--- src/rtl/l2_cache_control.sv ---
// ---------------------------------------------------------------------------
// l2_cache_control
//
// Control FSM for the 2-way set-associative L2 cache. It drives the read,
// load and index controls of the tag/valid/dirty/LRU/data arrays. It serves
// L1 requests on one side and line-sized physical-memory bursts on the other.
// The three cases it handles are hit, clean-miss fill and dirty-miss
// writeback followed by a fill.
//
// Optional feature macro: L2_PERF_CNT_EN
//   defined   -> hit_count / miss_count / wb_count are live 32-bit wrapping
//                counters, cleared by rst
//   undefined -> the counter ports exist but are tied to zero
//
// Parameters
//   s_offset      line offset bits (32-byte line)
//   s_index       set index bits, must match the arrays
//
// Ports
//   clk, rst              clock, synchronous active-high reset
//   mem_read/mem_write    L1 request, held with mem_address until mem_resp
//   mem_address           L1 request address
//   mem_resp              single-cycle request completion
//   hit, hit_way          tag-match result from the arrays (addr_q index)
//   lru_way               victim way chosen by the LRU array
//   victim_dirty          dirty bit of the victim way
//   victim_tag            tag of the victim way
//   array_read            read enable to all arrays
//   rindex, windex        array read / write index
//   load_tag/valid/dirty  per-way array load enables
//   load_data             per-way data load enable
//   dirty_in              value written into the dirty array
//   data_sel              0 = merge L1 write data, 1 = take the pmem line
//   load_lru, lru_in      LRU update
//   pmem_read/pmem_write  line transaction request, held until pmem_resp
//   pmem_address          line-aligned physical address
//   pmem_resp             pmem transaction complete
//   hit_count, miss_count, wb_count   performance counters
// ---------------------------------------------------------------------------
module l2_cache_control #(
    parameter int s_offset = 5,
    parameter int s_index  = 4,
    localparam int s_tag   = 32 - s_offset - s_index
) (
    input  logic               clk,
    input  logic               rst,

    input  logic               mem_read,
    input  logic               mem_write,
    input  logic [31:0]        mem_address,
    output logic               mem_resp,

    input  logic               hit,
    input  logic               hit_way,
    input  logic               lru_way,
    input  logic               victim_dirty,
    input  logic [s_tag-1:0]   victim_tag,

    output logic               array_read,
    output logic [s_index-1:0] rindex,
    output logic [s_index-1:0] windex,
    output logic [1:0]         load_tag,
    output logic [1:0]         load_valid,
    output logic [1:0]         load_dirty,
    output logic               dirty_in,
    output logic [1:0]         load_data,
    output logic               data_sel,
    output logic               load_lru,
    output logic               lru_in,

    output logic               pmem_read,
    output logic               pmem_write,
    output logic [31:0]        pmem_address,
    input  logic               pmem_resp,

    output logic [31:0]        hit_count,
    output logic [31:0]        miss_count,
    output logic [31:0]        wb_count
);

    typedef enum logic [1:0] {
        IDLE,
        TAG_CHECK,
        WRITEBACK,
        FILL
    } state_t;

    state_t      state;
    state_t      state_next;
    logic [31:0] addr_q;
    logic        victim_q;
    logic        refill_q;

    logic        req_seen;
    logic        miss_seen;

    // The byte-offset bits of addr_q are kept only so the register holds
    // the full request address. No output reads them.
    logic        unused_addr_bits;
    assign unused_addr_bits = ^addr_q[s_offset-1:0];

    assign req_seen  = (state == IDLE) && (mem_read || mem_write);
    assign miss_seen = (state == TAG_CHECK) && !hit;

    // State and request bookkeeping. The address is captured once when the
    // request is accepted, so the arrays keep seeing a stable index through
    // the whole miss sequence. The victim way is frozen at the first miss
    // check. Later LRU updates cannot move the fill target that way.
    // refill_q marks the post-fill re-check, which keeps that cycle out of
    // the hit statistics.
    always_ff @(posedge clk) begin
        if (rst) begin
            state    <= IDLE;
            addr_q   <= '0;
            victim_q <= 1'b0;
            refill_q <= 1'b0;
        end else begin
            state <= state_next;
            if (req_seen) begin
                addr_q   <= mem_address;
                refill_q <= 1'b0;
            end
            if (miss_seen) begin
                victim_q <= lru_way;
            end
            if ((state == FILL) && pmem_resp) begin
                refill_q <= 1'b1;
            end
        end
    end

    // Next-state and output decode. Every output defaults to an idle
    // value. In IDLE the read index follows the incoming address, so the
    // arrays are already presenting the right set in the TAG_CHECK cycle.
    // The fill writes tag, valid, clean dirty bit and line into the victim
    // way together. The arrays bypass same-cycle writes, so the TAG_CHECK
    // that follows always hits and completes the original request.
    always_comb begin
        state_next   = state;
        mem_resp     = 1'b0;
        array_read   = 1'b0;
        rindex       = addr_q[s_offset +: s_index];
        windex       = addr_q[s_offset +: s_index];
        load_tag     = 2'b00;
        load_valid   = 2'b00;
        load_dirty   = 2'b00;
        dirty_in     = 1'b0;
        load_data    = 2'b00;
        data_sel     = 1'b0;
        load_lru     = 1'b0;
        lru_in       = 1'b0;
        pmem_read    = 1'b0;
        pmem_write   = 1'b0;
        pmem_address = '0;

        case (state)
            IDLE: begin
                rindex = mem_address[s_offset +: s_index];
                if (mem_read || mem_write) begin
                    state_next = TAG_CHECK;
                end
            end

            TAG_CHECK: begin
                array_read = 1'b1;
                if (hit) begin
                    mem_resp   = 1'b1;
                    load_lru   = 1'b1;
                    lru_in     = ~hit_way;
                    // A combined read+write request is served as a write.
                    if (mem_write) begin
                        load_data[hit_way]  = 1'b1;
                        load_dirty[hit_way] = 1'b1;
                        dirty_in            = 1'b1;
                    end
                    state_next = IDLE;
                end else begin
                    state_next = victim_dirty ? WRITEBACK : FILL;
                end
            end

            WRITEBACK: begin
                pmem_write   = 1'b1;
                pmem_address = {victim_tag, addr_q[s_offset +: s_index],
                                {s_offset{1'b0}}};
                if (pmem_resp) begin
                    state_next = FILL;
                end
            end

            FILL: begin
                pmem_read    = 1'b1;
                pmem_address = {addr_q[31:s_offset], {s_offset{1'b0}}};
                if (pmem_resp) begin
                    load_data[victim_q]  = 1'b1;
                    load_tag[victim_q]   = 1'b1;
                    load_valid[victim_q] = 1'b1;
                    load_dirty[victim_q] = 1'b1;
                    dirty_in             = 1'b0;
                    data_sel             = 1'b1;
                    state_next           = TAG_CHECK;
                end
            end

            default: begin
                state_next = IDLE;
            end
        endcase
    end

`ifdef L2_PERF_CNT_EN
    // Performance counters. A hit counts only on the first look-up of a
    // request, because the re-check after a fill always hits. A writeback
    // counts when the line has actually been accepted by pmem.
    always_ff @(posedge clk) begin
        if (rst) begin
            hit_count  <= '0;
            miss_count <= '0;
            wb_count   <= '0;
        end else begin
            if ((state == TAG_CHECK) && hit && !refill_q) begin
                hit_count <= hit_count + 32'd1;
            end
            if (miss_seen) begin
                miss_count <= miss_count + 32'd1;
            end
            if ((state == WRITEBACK) && pmem_resp) begin
                wb_count <= wb_count + 32'd1;
            end
        end
    end
`else
    assign hit_count  = '0;
    assign miss_count = '0;
    assign wb_count   = '0;
`endif

endmodule
--- config.mk ---
export PLATFORM = sky130hd
export DESIGN_NAME = l2_cache_control
export DESIGN_NICKNAME = d
export VERILOG_FILES = /design/src/rtl/l2_cache_control.sv
export SDC_FILE = /design/constraint.sdc
export NUM_CORES = 1
export LEC_CHECK = 0
export CORE_MARGIN = 3
export CORE_UTILIZATION = 32
export DETAILED_ROUTE_END_ITERATION = 6
export PLACE_DENSITY = 0.82
export SYNTH_ARGS = -nofsm -noshare
export SYNTH_HDL_FRONTEND = slang
export SYNTH_SLANG_ARGS = --single-unit
--- constraint.sdc ---
create_clock -name clk -period 2.7 [get_ports clk]
set_input_delay 0.81 -clock clk [delete_from_list [all_inputs] [get_ports clk]]
set_output_delay 0.81 -clock clk [all_outputs]
set_load 0.01 [all_outputs]
**After elaboration in Yosys (flattened, before gate mapping)**

Index checks and enable logic that the tools add are counted.

- Register bits: 35
- Input bits: 64
- Output and inout bits: 152
- Word-level logic and storage cells: 51

- Magnitude comparators: 4
- Equality and inequality tests: 6
- Multiplexer cells: 29
- Bitwise logic cells: 1
- Reduce and logical (&&, ||, !) cells: 8

Operators by type and width:

| cell | number |
|---|---|
| 32-bit one-hot mux with 2 select lines | 1 |
| 2-bit two-way mux | 8 |
| 1-bit two-way mux | 15 |
| 2-bit one-hot mux with 4 select lines | 1 |
| 2-bit == test (second input constant) | 2 |
| 1-bit logical AND | 4 |
| 1-bit by 2-bit less-than comparator with 1-bit output (second input constant) | 2 |
| 4-bit two-way mux | 1 |
| 2-bit != test (second input constant) | 2 |
| 2-bit one-hot mux with 2 select lines | 1 |
| 3-bit AND reduction | 1 |
| 1-bit demux with 1-bit select | 2 |
| 2-bit by 1-bit == test with 1-bit output (second input constant) | 1 |
| 1-bit >= comparator (second input constant) | 2 |
| 2-bit logical NOT | 1 |
| 2-bit by 1-bit != test with 1-bit output (second input constant) | 1 |
| 1-bit logical NOT | 1 |
| 1-bit logical OR | 1 |
| 1-bit inverter | 1 |

**Longest topological paths before layout**

- Depth in word-level cells: 7
- Gate-level depth with buffers: 8

**Worst setup path before layout**

OpenSTA, ideal clock, no wires.

- Kind: input to output
- From: in pmem_resp
- To: out load_dirty[0]
- Data arrival time: 1.450 ns
- Required time: 1.890 ns
- Slack: 0.440 ns
- Stages: 4
- Path through: nand2_1 > nor2_1 > o22a_2 > buf_4

- Longest elaborated chain between the ends: 2

Ends and longest elaborated chain:

| item | RTL line | source |
|---|---|---|
| start: declaration | 74 | `input logic pmem_resp,` |
| 2-bit two-way mux | -- |  |
| 2-bit one-hot mux with 2 select lines | -- |  |
| end: declaration | 64 | `output logic [1:0] load_dirty,` |

Every way passes these cells.

**Worst setup path after layout**

- From: in pmem_resp
- To: out load_valid[1]

- Longest elaborated chain between the ends: 2

Ends and longest elaborated chain:

| item | RTL line | source |
|---|---|---|
| 2-bit two-way mux | 194 | `if (pmem_resp) begin` |
| 2-bit two-way mux | 156 | `case (state)` |
| end: declaration | 63 | `output logic [1:0] load_valid,` |

Every way passes these cells.

==> results.sh <==
export IMPL_drcViolationCount=0
export IMPL_synth_cell_type_count=31
export IMPL_ys_seq_area_share_pct=24.8
export IMPL_drtAntennaViolNets=0
export IMPL_cts_sinks=30
export IMPL_ir_drop_v=0.000231
export IMPL_min_period_ns=2.68
export IMPL_ios=216
export IMPL_run_status="complete, no violations"
export IMPL_path_clk_slew_ns=0.06
export IMPL_synth_common_cells="110 x buf_4, 56 x nand2_1, 30 x dfxtp_1"
export IMPL_nets=490
export IMPL_die_area_um2=8630
export IMPL_synthSimpleGateAreaFrac_pct=13.3
export IMPL_multi_input_area_um2=1330
export IMPL_hold_viol=0
export IMPL_p_leak_nw=1.72
export IMPL_fin_cells=520
export IMPL_rrSetupSlack_ns=0.88
export IMPL_yosysWarnings=0
export IMPL_drt_iter0_markers=57
export IMPL_max_freq_ghz=0.373
export IMPL_dp_hpwl_mm=4.96
export IMPL_htree_num_levels=2
export IMPL_chipHeight_um=92.9
export IMPL_port_buffers=109
export IMPL_syn_inst=308
export IMPL_p_per_area_nw_per_um2=402
export IMPL_hold_path_class="reg2reg"
export IMPL_muxShareOfSynthArea_pct=2.28
export IMPL_synth_edff_count=0
export IMPL_grt_max_degree=29
export IMPL_hold_buffers=0
export IMPL_wl_per_cell_um=12.8
export IMPL_gp_congestion=0.837
export IMPL_syn_avg_cell_area_um2=7.85
export IMPL_diodes=0
export IMPL_finalSetupViolCount=0
export IMPL_die_w_um=92.9
export IMPL_final_seq_area_um2=606
export IMPL_rows=31
export IMPL_dp_cells=508
export IMPL_end_kind="output port"
export IMPL_worstPathMaxFanout=3
export IMPL_initial_utilization_pct=33.2
export IMPL_grt_pass1_vias=1937
export IMPL_antenna_found_initial=0
export IMPL_cp_data_required_time_ns=1.89
export IMPL_wl_met1_mm=2.38
export IMPL_synth_seq_cells=30
export IMPL_yosys_cell_count_top_type="buf_4"
export IMPL_fillers=752
export IMPL_synth_top_family_by_area="buffers and inverters"
export IMPL_drv_slew=0
export IMPL_utilization_pct=46.9
export IMPL_top_layer_used="met4"
export IMPL_syn_area_um2=2420
export IMPL_worstSetupPathType="in2out"
export IMPL_power_mw=1.37
export IMPL_synth_xor_xnor_area_share_pct=0
export IMPL_wl_mm=6.68
export IMPL_synth_area_top_cells="buf_4 34%, dfxtp_1 25%, nand2_1 8.7%"
export IMPL_grt_pass1_wl_mm=9.59
export IMPL_dr_total_vias=2116
export IMPL_clock_latency_ns=0.28
export IMPL_cts_inserted_buffers=5
export IMPL_tritoncts="built"
export IMPL_viasPerCell=4.07
export IMPL_post_route_period_util_pct=99.3
export IMPL_drive_gt1_share_pct=12.1
export IMPL_cts_max_path_buffers=2
export IMPL_synthAdderAreaFrac_pct=3.11
export IMPL_dr_pass1_iters=4
export IMPL_post_dp_cell_area_um2=3210
export IMPL_wl_met2_mm=3.76
export IMPL_rsz0062_at_grt="yes"
export IMPL_final_area_um2=3420
export IMPL_root_buffer="clkbuf_8"
export IMPL_start_kind="input pin"
export IMPL_maxCapViolCount=0
export IMPL_grt_overflow=0
export IMPL_area_delta_synth_final_pct=41.4
export IMPL_holdWs_ns=0.455
export IMPL_async_reset_ff_share_pct=0
export IMPL_yosys_area_top_type="buf_4"
export IMPL_synth_compound_area_share_pct=17.9
export IMPL_grt_total_usage_pct=13.9
export IMPL_synth_top_cell_area_share_pct=34.2
export IMPL_critPathArrivalTime_ns=1.87
export IMPL_core_area_um2=7290
export IMPL_wl_met3_um=481
export IMPL_synthFlopType="dfxtp_1"
export IMPL_skew_ns=0.00599
==> what timing repair did <==
action | in CTS | in global routing
resized for setup | 64 | 13
cloned | 1 | 1
setup buffers | 2 | 0
endpoints found under the setup margin | 43 | 36
pin swaps | 3 | 2
==> through the flow <==
stage / TNS [ns] / setup WS, ns
6_report: 0 / 0.0202
5_1_grt: -0.0561 / -0.0232
4_1_cts: 0 / 0.00214
3_5_place_dp: -11.53 / -0.368
3_3_place_gp: -10.47 / -0.333
2_1_floorplan: 0 / 0.440
==> critical path, cell delays in order <==
cell             delay, ns
clkdlybuf4s50_1       0.49
and3_1                0.19
buf_4                 0.12
dlygate4sd2_1         0.26
==> final cells by class <==
| class | instances | share of cell area [%] |
|---|---|---|
| clock buffer | 5 | 2.01 |
| multi-input combinational | 251 | 39.0 |
| inverter | 4 | 0.439 |
| timing repair buffer | 128 | 36.1 |
| sequential | 30 | 17.7 |
| tap | 99 | 3.63 |
| clock inverter | 3 | 1.17 |
==> cells in the final DEF (no fill, tap or decap), types with 3 or more instances in the layout <==
cell,instances
dfxtp_1,28
dlygate4sd2_1,33
clkdlybuf4s50_1,65
nor2_1,3
inv_1,4
a22o_1,23
ha_1,3
mux2_2,4
dlymetal6s2s_1,4
a21oi_1,27
conb_1,101
buf_12,3
o21ai_0,4
buf_4,15
nand2_1,56
nor2b_1,7
buf_2,3
clkbuf_8,5
==> logic make-up (layout without fill, tap and decap cells) <==
logic type                 Yosys count  in the layout
AOI/OAI and AO/OA                   63             63
adders and majority gates            6              6
buffers and inverters              128            140
DFF                                 30             30
muxes                                5              5
other                                1            101
and+or+nand+nor                     75             76
==> path summary, 6_finish.rpt <==
check	start	end	cells after the start
max	pmem_resp	load_valid[1]	4
min	addr_q[15]	addr_q[15]	2
max reg2reg	state[1]	state[0]	6
min reg2reg	addr_q[15]	addr_q[15]	2
==> registers in the layout, summed over array words and instances, names as in the netlist <==
signal / count
addr_q: 27
state: 2
victim_q: 1
==> power by group <==
group | internal (mW) | leakage [nW] | switching (mW) | total, mW
sequential | 0.486 | 0.248 | 0.0250 | 0.511
combinational | 0.195 | 1.41 | 0.224 | 0.419
clock | 0.271 | 0.0579 | 0.172 | 0.443
total | 0.952 | 1.72 | 0.421 | 1.37
==> routing by layer <==
layer	up-vias	global-route usage (%)
met4	0	3.79
met5	-	0
met2	108	27.2
li1	1025	-
met3	4	2.60
met1	979	15.0
No activity file was read; power rests on OpenSTA's default activity.
